`src/rtl/adder_pkg.sv`:
```
// Shared types and helpers for the pipelined adder family.
package adder_pkg;

  typedef enum logic {OP_ADD = 1'b0, OP_SUB = 1'b1} adder_op_t;

  function automatic int chunk_w(input int n, input int s);
    return n / s;
  endfunction

endpackage

```
`src/rtl/adder_n.sv`:
```
// Combinational N-bit adder with carry in/out; one instance per pipeline chunk.
module adder_n #(
  parameter int N = 8
) (
  input  logic [N-1:0] a,
  input  logic [N-1:0] b,
  input  logic         c_in,
  output logic [N-1:0] sum,
  output logic         c_out
);

  assign {c_out, sum} = {1'b0, a} + {1'b0, b} + {{N{1'b0}}, c_in};

endmodule

```
`src/rtl/adder_pipe_n.sv`:
```
// Pipelined N-bit add/subtract split into S carry-registered chunks,
// with a valid/ready handshake and a global stall on output back-pressure.
module adder_pipe_n
  import adder_pkg::*;
#(
  parameter int N = 32,
  parameter int S = 4
) (
  input  logic         clk,
  input  logic         rst,
  input  logic         in_valid,
  output logic         in_ready,
  input  logic [N-1:0] a,
  input  logic [N-1:0] b,
  input  logic         c_in,
  input  logic         op,
  output logic         out_valid,
  input  logic         out_ready,
  output logic [N-1:0] sum,
  output logic         c_out,
  output logic         ovf
);

  localparam int W = chunk_w(N, S);

  if ((N % S) != 0) begin : g_bad_cfg
    $fatal(1, "adder_pipe_n: N must be a multiple of S");
  end

  logic         w_sub;
  logic         w_c_eff;
  logic         w_advance;
  logic [N-1:0] w_b_eff;

  assign w_sub     = (op == OP_SUB);
  assign w_b_eff   = w_sub ? ~b : b;
  assign w_c_eff   = c_in ^ w_sub;
  assign w_advance = !out_valid || out_ready;
  assign in_ready  = w_advance;

  for (genvar k = 0; k < S; k++) begin : g_stage
    logic [W-1:0]       w_ca;
    logic [W-1:0]       w_cb;
    logic [W-1:0]       w_cs;
    logic               w_ci;
    logic               w_vi;
    logic               w_co;
    logic [(k+1)*W-1:0] w_sum_nx;
    logic               r_vld;
    logic               r_c;
    logic [(k+1)*W-1:0] r_sum;

    if (k == 0) begin : g_head
      assign w_ca     = a[W-1:0];
      assign w_cb     = w_b_eff[W-1:0];
      assign w_ci     = w_c_eff;
      assign w_vi     = in_valid;
      assign w_sum_nx = w_cs;
    end else begin : g_body
      assign w_ca     = g_stage[k-1].g_skew.r_a_hi[W-1:0];
      assign w_cb     = g_stage[k-1].g_skew.r_b_hi[W-1:0];
      assign w_ci     = g_stage[k-1].r_c;
      assign w_vi     = g_stage[k-1].r_vld;
      assign w_sum_nx = {w_cs, g_stage[k-1].r_sum};
    end

    adder_n #(.N(W)) u_add (
      .a     (w_ca),
      .b     (w_cb),
      .c_in  (w_ci),
      .sum   (w_cs),
      .c_out (w_co)
    );

    // Valid, chunk carry and the growing deskewed sum move together.
    always_ff @(posedge clk) begin
      if (rst) begin
        r_vld <= 1'b0;
        r_c   <= 1'b0;
        r_sum <= '0;
      end else if (w_advance) begin
        r_vld <= w_vi;
        r_c   <= w_co;
        r_sum <= w_sum_nx;
      end
    end

    // Upper operand chunks still waiting for their stage ride along here.
    if (k < S - 1) begin : g_skew
      localparam int HW = N - (k + 1) * W;
      logic [HW-1:0] w_a_fw;
      logic [HW-1:0] w_b_fw;
      logic [HW-1:0] r_a_hi;
      logic [HW-1:0] r_b_hi;

      if (k == 0) begin : g_src_in
        assign w_a_fw = a[N-1:W];
        assign w_b_fw = w_b_eff[N-1:W];
      end else begin : g_src_prev
        assign w_a_fw = g_stage[k-1].g_skew.r_a_hi[HW+W-1:W];
        assign w_b_fw = g_stage[k-1].g_skew.r_b_hi[HW+W-1:W];
      end

      // Skew registers share the global stall with the rest of the stage.
      always_ff @(posedge clk) begin
        if (rst) begin
          r_a_hi <= '0;
          r_b_hi <= '0;
        end else if (w_advance) begin
          r_a_hi <= w_a_fw;
          r_b_hi <= w_b_fw;
        end
      end
    end

    if (k == S - 1) begin : g_tail
      logic r_ovf;

      // Sign bits of a and b_eff arrive with the top chunk.
      always_ff @(posedge clk) begin
        if (rst) begin
          r_ovf <= 1'b0;
        end else if (w_advance) begin
          r_ovf <= (w_ca[W-1] == w_cb[W-1]) && (w_cs[W-1] != w_ca[W-1]);
        end
      end
    end
  end

  assign out_valid = g_stage[S-1].r_vld;
  assign sum       = g_stage[S-1].r_sum;
  assign c_out     = g_stage[S-1].r_c;
  assign ovf       = g_stage[S-1].g_tail.r_ovf;

endmodule
```
`config.mk`:
```
export PLATFORM = sky130hd
export DESIGN_NAME = adder_pipe_n
export DESIGN_NICKNAME = d
export VERILOG_FILES = /design/src/rtl/adder_pkg.sv /design/src/rtl/adder_n.sv /design/src/rtl/adder_pipe_n.sv
export SDC_FILE = /design/constraint.sdc
export NUM_CORES = 1
export LEC_CHECK = 0
export ABC_AREA = 1
export CAP_MARGIN = 0
export CELL_PAD_IN_SITES_DETAIL_PLACEMENT = 1
export CELL_PAD_IN_SITES_GLOBAL_PLACEMENT = 1
export CORE_ASPECT_RATIO = 0.5
export CORE_MARGIN = 2
export CORE_UTILIZATION = 41
export DETAILED_ROUTE_END_ITERATION = 8
export PLACE_DENSITY_LB_ADDON = 0.05
export SYNTH_ARGS = -nofsm -noshare
export SYNTH_HDL_FRONTEND = slang
export SYNTH_SLANG_ARGS = --single-unit
```
`constraint.sdc`:
```
create_clock -name clk -period 2.9 [get_ports clk]
set_clock_uncertainty 0.05 [all_clocks]
set_input_delay 0.58 -clock clk [delete_from_list [all_inputs] [get_ports clk]]
set_output_delay 0.58 -clock clk [all_outputs]
set_load 0.02 [all_outputs]
```
# --- Word-level counts from Yosys, hierarchy flattened ---
# Index checks and enable logic that the tools add are counted.
totals:
  ff_bits: 185
  out_inout_bits: 36
  wordCells: 35
  in_bits: 70
op_classes:
  addsub: 8
  eq_ne: 2
  n_reduce_logical: 3
  mux: 1
  n_bitwise: 2
op_table:
  columns: ["cell", "n"]
  rows:
  - ["$add 8x8->9", 4]
  - ["$add 9x1->9", 4]
  - ["$mux 32", 1]
  - ["$not 32->32", 1]
  - ["$eq 1x1->1", 1]
  - ["$logic_and 1x1->1", 1]
  - ["$logic_not 1->1", 1]
  - ["$logic_or 1x1->1", 1]
  - ["$ne 1x1->1", 1]
  - ["$xor 1x1->1", 1]

# --- Longest topological paths before layout ---
# Gate-level depths: netlist of the first run.
depth:
  word_depth: 4
  ltp_mapped: 14
  mapped_depth_nobuf: 12

# --- By module ---
# Synthesis of the first run repeated with hierarchy kept, for this count alone.
unflattened:
  hier_cells: 1136
  hier_area_um2: 8306.7
by_module_without_submodules:
  columns: ["module", "n_inst", "cells_each", "area_each_um2"]
  rows:
  - ["adder_pipe_n", 1, 900, 6771.5]
  - ["adder_n at g_stage[1].u_add ...", 3, 59, 384.1]
  - ["adder_n at g_stage[0].u_add", 1, 59, 382.9]

# --- Worst setup path before layout of the first run ---
# OpenSTA, ideal clock, no wires.
synth_path:
  kind: "input to register"
  from: "input op"
  to: "register g_stage[0].r_sum[4]"
  required_time_ps: 2736
  arrival_ps: 2185
  stages: 12
  n_path_buf: 2
  slack_ps: 551
  cell_sequence: "buf_4 > buf_4 > xor2_1 > fa_1 > inv_1 > fa_1 > inv_1 > nand3_1 > nand2_1 > xor2_1 > o21bai_1 > inv_1"
synth_via:
  elab_chain_cells: 3
synth_lines:
  columns: ["element", "line", "rtl"]
  rows:
  - ["start, declared", "adder_pipe_n.sv:16", "input logic op,"]
  - ["$mux 32", "adder_pipe_n.sv:36", "assign w_b_eff = w_sub ? ~b : b;"]
  - ["$add 8x8->9", "adder_n.sv:12", "assign {c_out, sum} = {1'b0, a} + {1'b0, b} + {{N{1'b0}}, c_in};"]
  - ["$add 9x1->9 (*)", "adder_n.sv:12", null]
  - ["end signal, assigned", "adder_pipe_n.sv:84", "r_sum <= w_sum_nx;"]
  - ["end, declared", "adder_pipe_n.sv:51", "logic [(k+1)*W-1:0] r_sum;"]
# Mark *: on every way between the ends. The rest lies on a longest branch, timed or not.
# A chain may end at the register's enable or synchronous reset.

# --- Worst setup path after layout of the first run ---
layout_path:
  from: "input out_ready"
  to: "output in_ready"
layout_via:
  elab_chain_cells: 1
layout_lines:
  columns: ["element", "line", "rtl"]
  rows:
  - ["start, declared", "adder_pipe_n.sv:18", "input logic out_ready,"]
  - ["$logic_or 1x1->1", "adder_pipe_n.sv:38", "assign w_advance = !out_valid || out_ready;"]
  - ["end, declared", "adder_pipe_n.sv:12", "output logic in_ready,"]
# Every way passes these cells.

==> results of run 1 <==
==> placed cells by master, fill, tap and decap left out, types with 2 or more instances in the layout <==
cell	instances
sky130_fd_sc_hd__a211oi_1	4
sky130_fd_sc_hd__a21o_1	3
sky130_fd_sc_hd__a21oi_1	56
sky130_fd_sc_hd__buf_12	5
sky130_fd_sc_hd__bufinv_16	2
sky130_fd_sc_hd__clkbuf_16	17
sky130_fd_sc_hd__clkdlybuf4s50_1	104
sky130_fd_sc_hd__clkinv_4	3
sky130_fd_sc_hd__clkinvlp_4	2
sky130_fd_sc_hd__dfxtp_1	185
sky130_fd_sc_hd__fa_1	8
sky130_fd_sc_hd__ha_1	28
sky130_fd_sc_hd__inv_1	67
sky130_fd_sc_hd__inv_6	6
sky130_fd_sc_hd__nand2_1	66
sky130_fd_sc_hd__nand2b_1	4
sky130_fd_sc_hd__nand3_1	46
sky130_fd_sc_hd__nand3b_1	3
sky130_fd_sc_hd__nand4_1	8
sky130_fd_sc_hd__nor2_1	262
sky130_fd_sc_hd__o21ai_0	177
sky130_fd_sc_hd__o21ai_1	2
sky130_fd_sc_hd__o21bai_1	5
sky130_fd_sc_hd__or2_0	3
sky130_fd_sc_hd__xnor2_1	28
sky130_fd_sc_hd__xor2_1	13
==> final timing paths <==
kind                                startpoint                           end
setup / recovery                     out_ready                      in_ready
hold / removal    g_stage[0].g_skew.r_b_hi[20]  g_stage[1].g_skew.r_b_hi[12]
setup reg to reg                g_stage[2].r_c                       sum[28]
hold reg to reg   g_stage[0].g_skew.r_b_hi[20]  g_stage[1].g_skew.r_b_hi[12]
==> critical path, stage by stage <==
cell and delay, ns:
sky130_fd_sc_hd__clkdlybuf4s50_1 0.51, sky130_fd_sc_hd__nor2_4 0.07, sky130_fd_sc_hd__inv_6 0.08, sky130_fd_sc_hd__clkdlybuf4s50_1 0.69
==> stage by stage <==
step,hold WS (ns),cell area [um2],total power (W)
after detailed placement,0.381,9200,0.00372
after global routing,0.432,9800,0.00637
after floorplan,0.370,8050,0.00340
after global placement,0.379,9200,0.00369
final,0.392,9800,0.00605
after CTS,0.393,9800,0.00613
==> layer usage <==
| layer | part of all wire, % | global-route usage [%] | vias up |
|---|---|---|---|
| met4 | 1.5 | 6.12 | 0 |
| met3 | 2.6 | 3.76 | 20 |
| met1 | 48 | 24.3 | 3207 |
| met2 | 48 | 34.5 | 68 |
| li1 | - | - | 3504 |
| met5 | 0 | 0 | - |
==> power groups by stage <==
stage | clock network (W) | registers (W) | logic [W]
2_1_floorplan | 0 | 0.00292 | 0.000481
3_3_place_gp | 0 | 0.00291 | 0.000777
3_5_place_dp | 0 | 0.00292 | 0.000800
4_1_cts | 0.00246 | 0.00286 | 0.000810
5_1_grt | 0.00258 | 0.00288 | 0.000910
6_report | 0.00240 | 0.00286 | 0.000795
==> logic make-up (layout without fill, tap and decap cells) <==
| group | Yosys count | after routing | synth area share (%) |
|---|---|---|---|
| compound gates | 249 | 249 | 15.9 |
| xor+xnor | 41 | 41 | 4.46 |
| fa+ha+maj | 36 | 36 | 6.34 |
| flops | 185 | 185 | 46.0 |
| simple gates | 393 | 393 | 19.7 |
| buf+inv | 133 | 212 | 7.58 |
==> cell type report <==
type / count / area share (%)
clock buffers: 18 / 4.48
clock inverters: 14 / 1.65
inverters: 69 / 2.72
multi-input cells: 719 / 38.2
flip-flops and latches: 185 / 37.8
well taps: 266 / 3.40
repair buffers: 111 / 11.8
==> state kept, by name (all words and copies together), names as in the netlist <==
name,cells
sum,32
c_out,1
g_stage.g_skew.r_a_hi,48
out_valid,1
g_stage.r_sum,48
g_stage.r_vld,3
g_stage.r_c,3
ovf,1
g_stage.g_skew.r_b_hi,48
==> impl_table.tex, run 1 <==
\begin{tabular}{lr}
\hline
Metric & Value \\
\hline
\multicolumn{2}{l}{\textbf{Clock tree}} \\
\quad CTS tree & built \\
\quad Clock-pin slew of the registers on the worst-case setup and hold paths & 0.07 ns \\
\quad \# Post-CTS Setup Buffers & 0 \\
\quad Later-pin clock latency in the skew report & 0.43 ns \\
\quad CTS H-tree lvls & 4 \\
\quad CTS Hold Bufs & 0 \\
\quad Buffer cell driving the clock tree root & sky130\_fd\_sc\_hd\_\_clkbuf\_16 \\
\quad Resize count post-CTS & 0 \\
\quad Clock buffer count from CTS & 17 \\
\quad Clk sinks & 185 \\
\quad Maximum buffer depth of the clock tree & 2 \\
\multicolumn{2}{l}{\textbf{GRT}} \\
\quad First-pass GRT wire length & 32,700 um \\
\quad Maximum number of pins on one net before global-route repair & 140 \\
\quad Global routing usage summed across all routing layers & 19.4\% \\
\quad Total overflow reported by the global router & 0 \\
\quad Antenna violations before repair & 0 \\
\quad Number of global-route vias before repair & 6,786 \\
\multicolumn{2}{l}{\textbf{Worst setup path}} \\
\quad Type of destination of the critical path & primary output \\
\quad Maximum net fanout on the critical path & 3 \\
\quad CP Data Arrival Time & 1.94 ns \\
\quad Required time of the critical path & 2.27 ns \\
\quad Startpoint Class & input port \\
\quad Worst Reg2Reg Path Length in Cells & 7 \\
\quad Class of the most critical setup path & in2out \\
\quad Flop-to-flop setup slack & 0.89 ns \\
\multicolumn{2}{l}{\textbf{Logic synthesis}} \\
\quad Leading post-synthesis cells by instance count & 262 x sky130\_fd\_sc\_hd\_\_nor2\_1, 185 x sky130\_fd\_sc\_hd\_\_dfxtp\_1, 177 x sky130\_fd\_sc\_hd\_\_o21ai\_0 \\
\quad Largest area contributor in the netlist & sky130\_fd\_sc\_hd\_\_dfxtp\_1 \\
\quad Dominant cells by area after synthesis & sky130\_fd\_sc\_hd\_\_dfxtp\_1 46\%, sky130\_fd\_sc\_hd\_\_nor2\_1 12\%, sky130\_fd\_sc\_hd\_\_o21ai\_0 11\%, sky130\_fd\_sc\_hd\_\_ha\_1 4.4\%, sky130\_fd\_sc\_hd\_\_a21oi\_1 3.5\% \\
\quad Flop and latch count out of synthesis & 185 \\
\quad Net count after synthesis & 1,143 \\
\quad Syn\_area\_per\_cell & 7.77 um2 \\
\quad Area of the mapped netlist & 0.00805 mm2 \\
\quad Number of flops mapped to enable cells by yosys & 0 \\
\quad Most repeated cell in the gate-level netlist after synthesis & sky130\_fd\_sc\_hd\_\_nor2\_1 \\
\quad Synth async-reset ratio & 0\% \\
\quad Portion of synthesized cell area occupied by the leading cell type & 46.0\% \\
\quad Count of distinct cell types in the synthesized netlist & 29 \\
\quad Top flip-flop cell by instance count after synthesis & sky130\_fd\_sc\_hd\_\_dfxtp\_1 \\
\quad Total number of yosys warnings & 0 \\
\quad Register area share after synthesis & 46.0\% \\
\quad Number of instances in the synthesized netlist & 1,037 \\
\multicolumn{2}{l}{\textbf{Route}} \\
\quad Routed via count & 6,799 \\
\quad Drt first pass iters & 4 \\
\quad Number of antenna-violating nets in the routed design & 0 \\
\quad DRC Markers & 0 \\
\quad Wirelength per Cell & 14.0 um \\
\quad Routed vias/inst & 4.92 \\
\quad Final Routed Wirelength & 19,300 um \\
\quad DRC marker count from the first detailed-route iteration & 247 \\
\multicolumn{2}{l}{\textbf{Timing}} \\
\quad Final setup violating endpoints & 0 \\
\quad Relative slew slack & 65.3\% \\
\quad Final critical path time including I/O delays and setup & 2.57 ns \\
\quad Setup repair after global routing missed its margin & no \\
\quad Upper clock frequency limit & 0.390 GHz \\
\quad Transition at the pin with the smallest max-transition slack & 0.521 ns \\
\quad Pins over their slew limit & 0 \\
\quad Fin. Hold Viols & 0 \\
\quad Final worst path period share & 88.5\% \\
\quad Setup ws final & 0.334 ns \\
\quad Final TNS setup & 0 ns \\
\multicolumn{2}{l}{\textbf{Power and ir drop}} \\
\quad Worst vdd ir & 0.000427 V \\
\quad Static Leakage & 4.63 nW \\
\quad Cell internal pwr & 0.00443 W \\
\quad Switching power & 0.00162 W \\
\quad Combinational power share & 13.1\% \\
\quad Fraction of power spent switching nets & 26.8\% \\
\quad Areal power density over the cells & 618 mW/mm2 \\
\quad Part of the power in the clock network & 39.7\% \\
\quad Part of the power in registers & 47.2\% \\
\multicolumn{2}{l}{\textbf{Hold path}} \\
\quad Worst min-delay path class & reg2reg \\
\quad Worst hold path depth & 2 \\
\multicolumn{2}{l}{\textbf{Layout}} \\
\quad ANT cells & 0 \\
\quad Sequential Area & 0.00370 mm2 \\
\quad Area of combinational cells with multiple inputs & 0.00374 mm2 \\
\quad Signed area change from the synthesized netlist to the final layout & 21.6\% \\
\quad Filler Cell Count & 2,391 \\
\quad Final core area utilization & 50.6\% \\
\quad Number of nets in the finished design & 1,209 \\
\quad Ratio of cells with drive above 1 in the final layout & 3.76\% \\
\quad Non-filler instance count after layout & 1,382 \\
\multicolumn{2}{l}{\textbf{Die}} \\
\quad Width of the die & 202 um \\
\quad Effective utilization at floorplan & 41.6\% \\
\quad Die Height & 103 um \\
\quad Die ar. & 0.0208 mm2 \\
\quad CORE AREA & 0.0194 mm2 \\
\quad Number of I/O pins & 106 \\
\quad Standard-cell rows & 36 \\
\multicolumn{2}{l}{\textbf{Place}} \\
\quad Port bufs & 105 \\
\quad Final HPWL DP & 12,400 um \\
\quad Post-placement cell count & 1,350 \\
\quad Worst slack at placement & 0.198 ns \\
\quad RD Place Congestion & 0.775 \\
\multicolumn{2}{l}{\textbf{Run}} \\
\quad Max-capacitance violation count & 0 \\
\multicolumn{2}{l}{\textbf{Outcome}} \\
\quad Result of the run & completed \\
\hline
\end{tabular}
Note: power is estimated with default switching activity, not from simulation.
==> inputs of run 2 (changes only) <==
Settings changed: GPL_TIMING_DRIVEN set to 0.
==> impl_table.tex, run 2 (synthesis results as in run 1) <==
\begin{tabular}{lr}
\hline
Metric & Value \\
\hline
\multicolumn{2}{l}{\textbf{Die}} \\
\quad Standard-cell rows & 36 \\
\quad Effective utilization at floorplan & 41.6\% \\
\quad Die Height & 103 um \\
\quad Number of I/O pins & 106 \\
\quad Die ar. & 0.0208 mm2 \\
\quad CORE AREA & 0.0194 mm2 \\
\quad Width of the die & 202 um \\
\multicolumn{2}{l}{\textbf{Timing}} \\
\quad Final critical path time including I/O delays and setup & 2.79 ns \\
\quad Final worst path period share & 96.3\% \\
\quad Relative slew slack & 56.6\% \\
\quad Pins over their slew limit & 0 \\
\quad Fin. Hold Viols & 0 \\
\quad Final TNS setup & 0 ns \\
\quad Setup repair after global routing missed its margin & no \\
\quad Transition at the pin with the smallest max-transition slack & 0.651 ns \\
\quad Upper clock frequency limit & 0.358 GHz \\
\quad Final setup violating endpoints & 0 \\
\multicolumn{2}{l}{\textbf{Clock tree}} \\
\quad Later-pin clock latency in the skew report & 0.43 ns \\
\quad CTS tree & built \\
\quad Clk sinks & 185 \\
\quad CTS H-tree lvls & 4 \\
\quad Buffer cell driving the clock tree root & sky130\_fd\_sc\_hd\_\_clkbuf\_16 \\
\quad Clock-pin slew of the registers on the worst-case setup and hold paths & 0.07 ns \\
\quad \# Post-CTS Setup Buffers & 0 \\
\quad Clock buffer count from CTS & 17 \\
\quad Maximum buffer depth of the clock tree & 2 \\
\multicolumn{2}{l}{\textbf{Power and ir drop}} \\
\quad Worst vdd ir & 0.000415 V \\
\quad Areal power density over the cells & 613 mW/mm2 \\
\quad Static Leakage & 4.77 nW \\
\multicolumn{2}{l}{\textbf{Place}} \\
\quad RD Place Congestion & 0.845 \\
\quad Final HPWL DP & 18,200 um \\
\quad Placed inst area & 0.00943 mm2 \\
\quad Port bufs & 104 \\
\multicolumn{2}{l}{\textbf{GRT}} \\
\quad Total overflow reported by the global router & 0 \\
\quad Met3 demand-to-capacity share in global routing & 4.14\% \\
\quad Maximum number of pins on one net before global-route repair & 17 \\
\quad Most crowded layer after global routing & met2 \\
\quad Antenna violations before repair & 0 \\
\quad GR met1 Demand/Resource & 31.3\% \\
\quad Met2 capacity usage during global routing & 42.2\% \\
\quad Global routing usage summed across all routing layers & 24.0\% \\
\quad Number of global-route vias before repair & 7,313 \\
\quad First-pass GRT wire length & 38,300 um \\
\multicolumn{2}{l}{\textbf{Layout}} \\
\quad Biggest registers after layout & g\_stage.g\_skew.r\_a\_hi x48, g\_stage.g\_skew.r\_b\_hi x48, g\_stage.r\_sum x48 \\
\quad Signed area change from the synthesized netlist to the final layout & 24.6\% \\
\quad Final standard cell area without fillers & 0.0100 mm2 \\
\quad Most common cell after layout, fill and taps aside & sky130\_fd\_sc\_hd\_\_nor2\_1 \\
\quad ANT cells & 0 \\
\quad Number of nets in the finished design & 1,266 \\
\quad Filler Cell Count & 2,359 \\
\quad Commonest cells after routing, fill and taps aside & 262 x sky130\_fd\_sc\_hd\_\_nor2\_1, 185 x sky130\_fd\_sc\_hd\_\_dfxtp\_1, 177 x sky130\_fd\_sc\_hd\_\_o21ai\_0, 103 x sky130\_fd\_sc\_hd\_\_clkdlybuf4s50\_1, 67 x sky130\_fd\_sc\_hd\_\_inv\_1 \\
\quad Ratio of cells with drive above 1 in the final layout & 6.56\% \\
\multicolumn{2}{l}{\textbf{Route}} \\
\quad DRC Markers & 0 \\
\quad Drt first pass iters & 5 \\
\quad DRC marker count from the first detailed-route iteration & 232 \\
\quad Number of antenna-violating nets in the routed design & 0 \\
\quad Wirelength per Cell & 16.8 um \\
\quad Routed vias/inst & 5.01 \\
\quad Final Routed Wirelength & 24,200 um \\
\quad Routed via count & 7,213 \\
\multicolumn{2}{l}{\textbf{Worst setup path}} \\
\quad Startpoint Class & input port \\
\quad Class of the most critical setup path & in2out \\
\quad Worst path cell trace & clkdlybuf4s50\_1 -> nor2\_4 -> inv\_2 -> buf\_2 -> buf\_4 -> dlygate4sd2\_1 \\
\quad Largest delay contributor family on the critical path & buffers and inverters \\
\quad Type of destination of the critical path & primary output \\
\quad Cell at the slowest stage of the critical path & sky130\_fd\_sc\_hd\_\_clkdlybuf4s50\_1 \\
\quad Required time of the critical path & 2.27 ns \\
\quad Number of buffers and inverters on the critical path & 5 \\
\quad Maximum net fanout on the critical path & 10 \\
\quad CP max stage delay & 0.44 ns \\
\quad CP Data Arrival Time & 2.16 ns \\
\multicolumn{2}{l}{\textbf{Run}} \\
\quad Max-capacitance violation count & 0 \\
\multicolumn{2}{l}{\textbf{Hold path}} \\
\quad Worst min-delay path class & reg2reg \\
\multicolumn{2}{l}{\textbf{Outcome}} \\
\quad Result of the run & completed \\
\hline
\end{tabular}
[run 2: what timing repair did]
item | CTS | global route
endpoints found under the hold margin | 0 | 0
resized for setup | 2 | 0
hold buffers | 0 | 0
setup endpoints to repair | 1 | 0
[run 2: final timing paths]
check,start,endpoint,slack [ns],depth (start not counted)
worst max-delay path,out_ready,in_ready,0.11,6
worst min-delay path,g_stage[0].g_skew.r_b_hi[20],g_stage[1].g_skew.r_b_hi[12],0.40,2
worst max register to register,g_stage[0].r_c,g_stage[1].r_sum[12],0.88,7
worst min register to register,g_stage[0].g_skew.r_b_hi[20],g_stage[1].g_skew.r_b_hi[12],0.40,2
[run 2: where the power goes]
group          switching (W)  internal [W]
Sequential          0.000122       0.00275
Combinational       0.000469      0.000376
Clock                0.00105       0.00139
Total                0.00164       0.00451
[run 2: per-stage QoR]
stage / instances / power [W] / hold WS (ns) / setup WS [ns] / util (%)
2_1_floorplan: 1037 / 0.00340 / 0.370 / 0.551 / -
3_3_place_gp: 1407 / 0.00374 / 0.384 / -0.203 / 48.7
6_report: 1439 / 0.00616 / 0.404 / 0.108 / 51.8
4_1_cts: 1439 / 0.00620 / 0.411 / 0.111 / 51.8
5_1_grt: 1439 / 0.00643 / 0.432 / 0.0317 / 51.8
3_5_place_dp: 1407 / 0.00377 / 0.392 / -0.205 / 48.7
[run 2: final cells by class]
type	instances	area, um2	share of cell area (%)
Multi-Input combinational cell	719	3740	37.2
Sequential cell	185	3700	36.9
Timing Repair Buffer	104	1040	10.4
Clock buffer	20	447	4.45
Buffer	64	354	3.53
Tap cell	266	333	3.32
Inverter	69	259	2.58
Clock inverter	12	163	1.62
[run 2: metal layers]
layer	wire, um	share of wire (%)	up-vias
met2	11300	47	102
met4	217	0.90	0
met3	1180	4.9	17
li1	-	-	3614
met5	0	0	-
met1	11500	48	3480
[run 2: tightest hold or removal path, cell delays in order (launching register included)]
cell,delay (ns)
sky130_fd_sc_hd__dfxtp_1,0.32
sky130_fd_sc_hd__inv_1,0.05
sky130_fd_sc_hd__a21oi_1,0.05
==> inputs of run 3 (changes only) <==
Settings changed: CELL_PAD_IN_SITES_GLOBAL_PLACEMENT 1 to 2, CORE_UTILIZATION 41 to 32.
==> impl_table.tex, run 3 (synthesis results as in run 1) <==
\begin{tabular}{lr}
\hline
Metric & Value \\
\hline
\multicolumn{2}{l}{\textbf{Outcome}} \\
\quad Result of the run & completed \\
\multicolumn{2}{l}{\textbf{Route}} \\
\quad Routed vias/inst & 4.74 \\
\quad Routed via count & 7,158 \\
\quad DRC Markers & 0 \\
\quad Final Routed Wirelength & 24,700 um \\
\quad Wirelength per Cell & 16.4 um \\
\quad Drt first pass iters & 4 \\
\quad Number of antenna-violating nets in the routed design & 0 \\
\quad DRC marker count from the first detailed-route iteration & 342 \\
\multicolumn{2}{l}{\textbf{Worst setup path}} \\
\quad Worst path cell trace & clkdlybuf4s50\_1 -> nor2\_4 -> inv\_2 -> buf\_2 -> buf\_4 -> dlygate4sd2\_1 \\
\quad Required time of the critical path & 2.27 ns \\
\quad Maximum net fanout on the critical path & 10 \\
\quad CP max stage delay & 0.44 ns \\
\quad Class of the most critical setup path & in2out \\
\quad CP Data Arrival Time & 2.18 ns \\
\quad Cell at the slowest stage of the critical path & sky130\_fd\_sc\_hd\_\_clkdlybuf4s50\_1 \\
\quad Type of destination of the critical path & primary output \\
\quad Startpoint Class & input port \\
\multicolumn{2}{l}{\textbf{Timing}} \\
\quad Relative slew slack & 52.0\% \\
\quad Pins over their slew limit & 0 \\
\quad Final setup violating endpoints & 0 \\
\quad Setup ws final & 0.0926 ns \\
\quad Final worst path period share & 96.8\% \\
\quad Final critical path time including I/O delays and setup & 2.81 ns \\
\quad Upper clock frequency limit & 0.356 GHz \\
\quad Setup repair after global routing missed its margin & no \\
\quad Fin. Hold Viols & 0 \\
\quad Transition at the pin with the smallest max-transition slack & 0.720 ns \\
\multicolumn{2}{l}{\textbf{GRT}} \\
\quad Number of global-route vias before repair & 7,219 \\
\quad Maximum number of pins on one net before global-route repair & 17 \\
\quad First-pass GRT wire length & 39,600 um \\
\quad Antenna violations before repair & 0 \\
\quad Total overflow reported by the global router & 0 \\
\quad Global routing usage summed across all routing layers & 19.7\% \\
\multicolumn{2}{l}{\textbf{Layout}} \\
\quad ANT cells & 0 \\
\quad Number of nets in the finished design & 1,266 \\
\quad Ratio of cells with drive above 1 in the final layout & 6.65\% \\
\quad Signed area change from the synthesized netlist to the final layout & 25.8\% \\
\quad Commonest cells after routing, fill and taps aside & 262 x sky130\_fd\_sc\_hd\_\_nor2\_1, 185 x sky130\_fd\_sc\_hd\_\_dfxtp\_1, 177 x sky130\_fd\_sc\_hd\_\_o21ai\_0, 103 x sky130\_fd\_sc\_hd\_\_clkdlybuf4s50\_1, 67 x sky130\_fd\_sc\_hd\_\_inv\_1 \\
\quad Biggest registers after layout & g\_stage.g\_skew.r\_a\_hi x48, g\_stage.g\_skew.r\_b\_hi x48, g\_stage.r\_sum x48 \\
\quad Final core area utilization & 41.6\% \\
\quad Most common cell after layout, fill and taps aside & sky130\_fd\_sc\_hd\_\_nor2\_1 \\
\multicolumn{2}{l}{\textbf{Power and ir drop}} \\
\quad Part of the power in the clock network & 40.0\% \\
\quad Static Leakage & 4.79 nW \\
\quad Fraction of power spent switching nets & 26.5\% \\
\quad Worst vdd ir & 0.000406 V \\
\quad Switching power & 0.00164 W \\
\quad Areal power density over the cells & 611 mW/mm2 \\
\quad Part of the power in registers & 46.4\% \\
\quad Cell internal pwr & 0.00455 W \\
\quad Combinational power share & 13.6\% \\
\multicolumn{2}{l}{\textbf{Clock tree}} \\
\quad Later-pin clock latency in the skew report & 0.45 ns \\
\quad CTS Hold Bufs & 0 \\
\quad Clock-pin slew of the registers on the worst-case setup and hold paths & 0.07 ns \\
\quad Resize count post-CTS & 2 \\
\quad Buffer cell driving the clock tree root & sky130\_fd\_sc\_hd\_\_clkbuf\_16 \\
\quad Clk sinks & 185 \\
\quad CTS tree & built \\
\quad CTS H-tree lvls & 4 \\
\quad Maximum buffer depth of the clock tree & 2 \\
\quad Clock buffer count from CTS & 17 \\
\quad \# Post-CTS Setup Buffers & 0 \\
\multicolumn{2}{l}{\textbf{Place}} \\
\quad Worst slack at placement & -0.232 ns \\
\quad RD Place Congestion & 0.818 \\
\quad Port bufs & 104 \\
\quad Final HPWL DP & 19,000 um \\
\multicolumn{2}{l}{\textbf{Run}} \\
\quad Max-capacitance violation count & 0 \\
\multicolumn{2}{l}{\textbf{Die}} \\
\quad Die ar. & 0.0265 mm2 \\
\quad Effective utilization at floorplan & 33.0\% \\
\quad Number of I/O pins & 106 \\
\quad Width of the die & 228 um \\
\quad Standard-cell rows & 40 \\
\quad Die Height & 116 um \\
\quad CORE AREA & 0.0244 mm2 \\
\multicolumn{2}{l}{\textbf{Hold path}} \\
\quad Worst min-delay path class & reg2reg \\
\hline
\end{tabular}
[run 3: per-stage QoR]
stage	instance area, um2	power, W	hold slack [ns]	setup TNS, ns	instances
floorplan	8050	0.00340	0.370	0	1037
global placement	9510	0.00376	0.387	-0.236	1477
detailed placement	9510	0.00378	0.386	-0.232	1477
CTS	10100	0.00627	0.399	0	1509
global route	10100	0.00650	0.423	0	1509
finish	10100	0.00619	0.403	0	1509
[run 3: final timing paths]
| check | from | to | slack, ns | depth (start not counted) |
|---|---|---|---|---|
| min | g_stage[0].g_skew.r_b_hi[17] | g_stage[1].g_skew.r_b_hi[9] | 0.40 | 2 |
| max reg2reg | g_stage[2].r_c | sum[30] | 0.90 | 8 |
| min reg2reg | g_stage[0].g_skew.r_b_hi[17] | g_stage[1].g_skew.r_b_hi[9] | 0.40 | 2 |
| max | out_ready | in_ready | 0.09 | 6 |
[run 3: critical path, delay by kind of cell]
family	cells	cell delay [ns]
simple gates	1	0.27
buf+inv	5	1.31
[run 3: final cells by class]
class	count	area, um2
plain buffers	64	354
multi-input cells	719	3740
flip-flops and latches	185	3700
fillers	2987	14200
clock inverters	11	143
well taps	336	420
clock buffers	21	470
repair buffers	104	1040
inverters	69	259
[run 3: power groups by stage]
stage / Sequential [W] / Clock (W) / Combinational (W)
2_1_floorplan: 0.00292 / 0 / 0.000481
3_3_place_gp: 0.00293 / 0 / 0.000836
3_5_place_dp: 0.00293 / 0 / 0.000852
4_1_cts: 0.00287 / 0.00254 / 0.000859
5_1_grt: 0.00290 / 0.00265 / 0.000958
6_report: 0.00287 / 0.00247 / 0.000844
[run 3: routing by layer]
| layer | global-route usage [%] | up-vias | routed length, um |
|---|---|---|---|
| met5 | 0 | - | 0 |
| met1 | 27.3 | 3450 | 13000 |
| li1 | - | 3614 | - |
| met4 | 5.75 | 0 | 229 |
| met2 | 31.6 | 76 | 10800 |
| met3 | 3.52 | 18 | 680 |
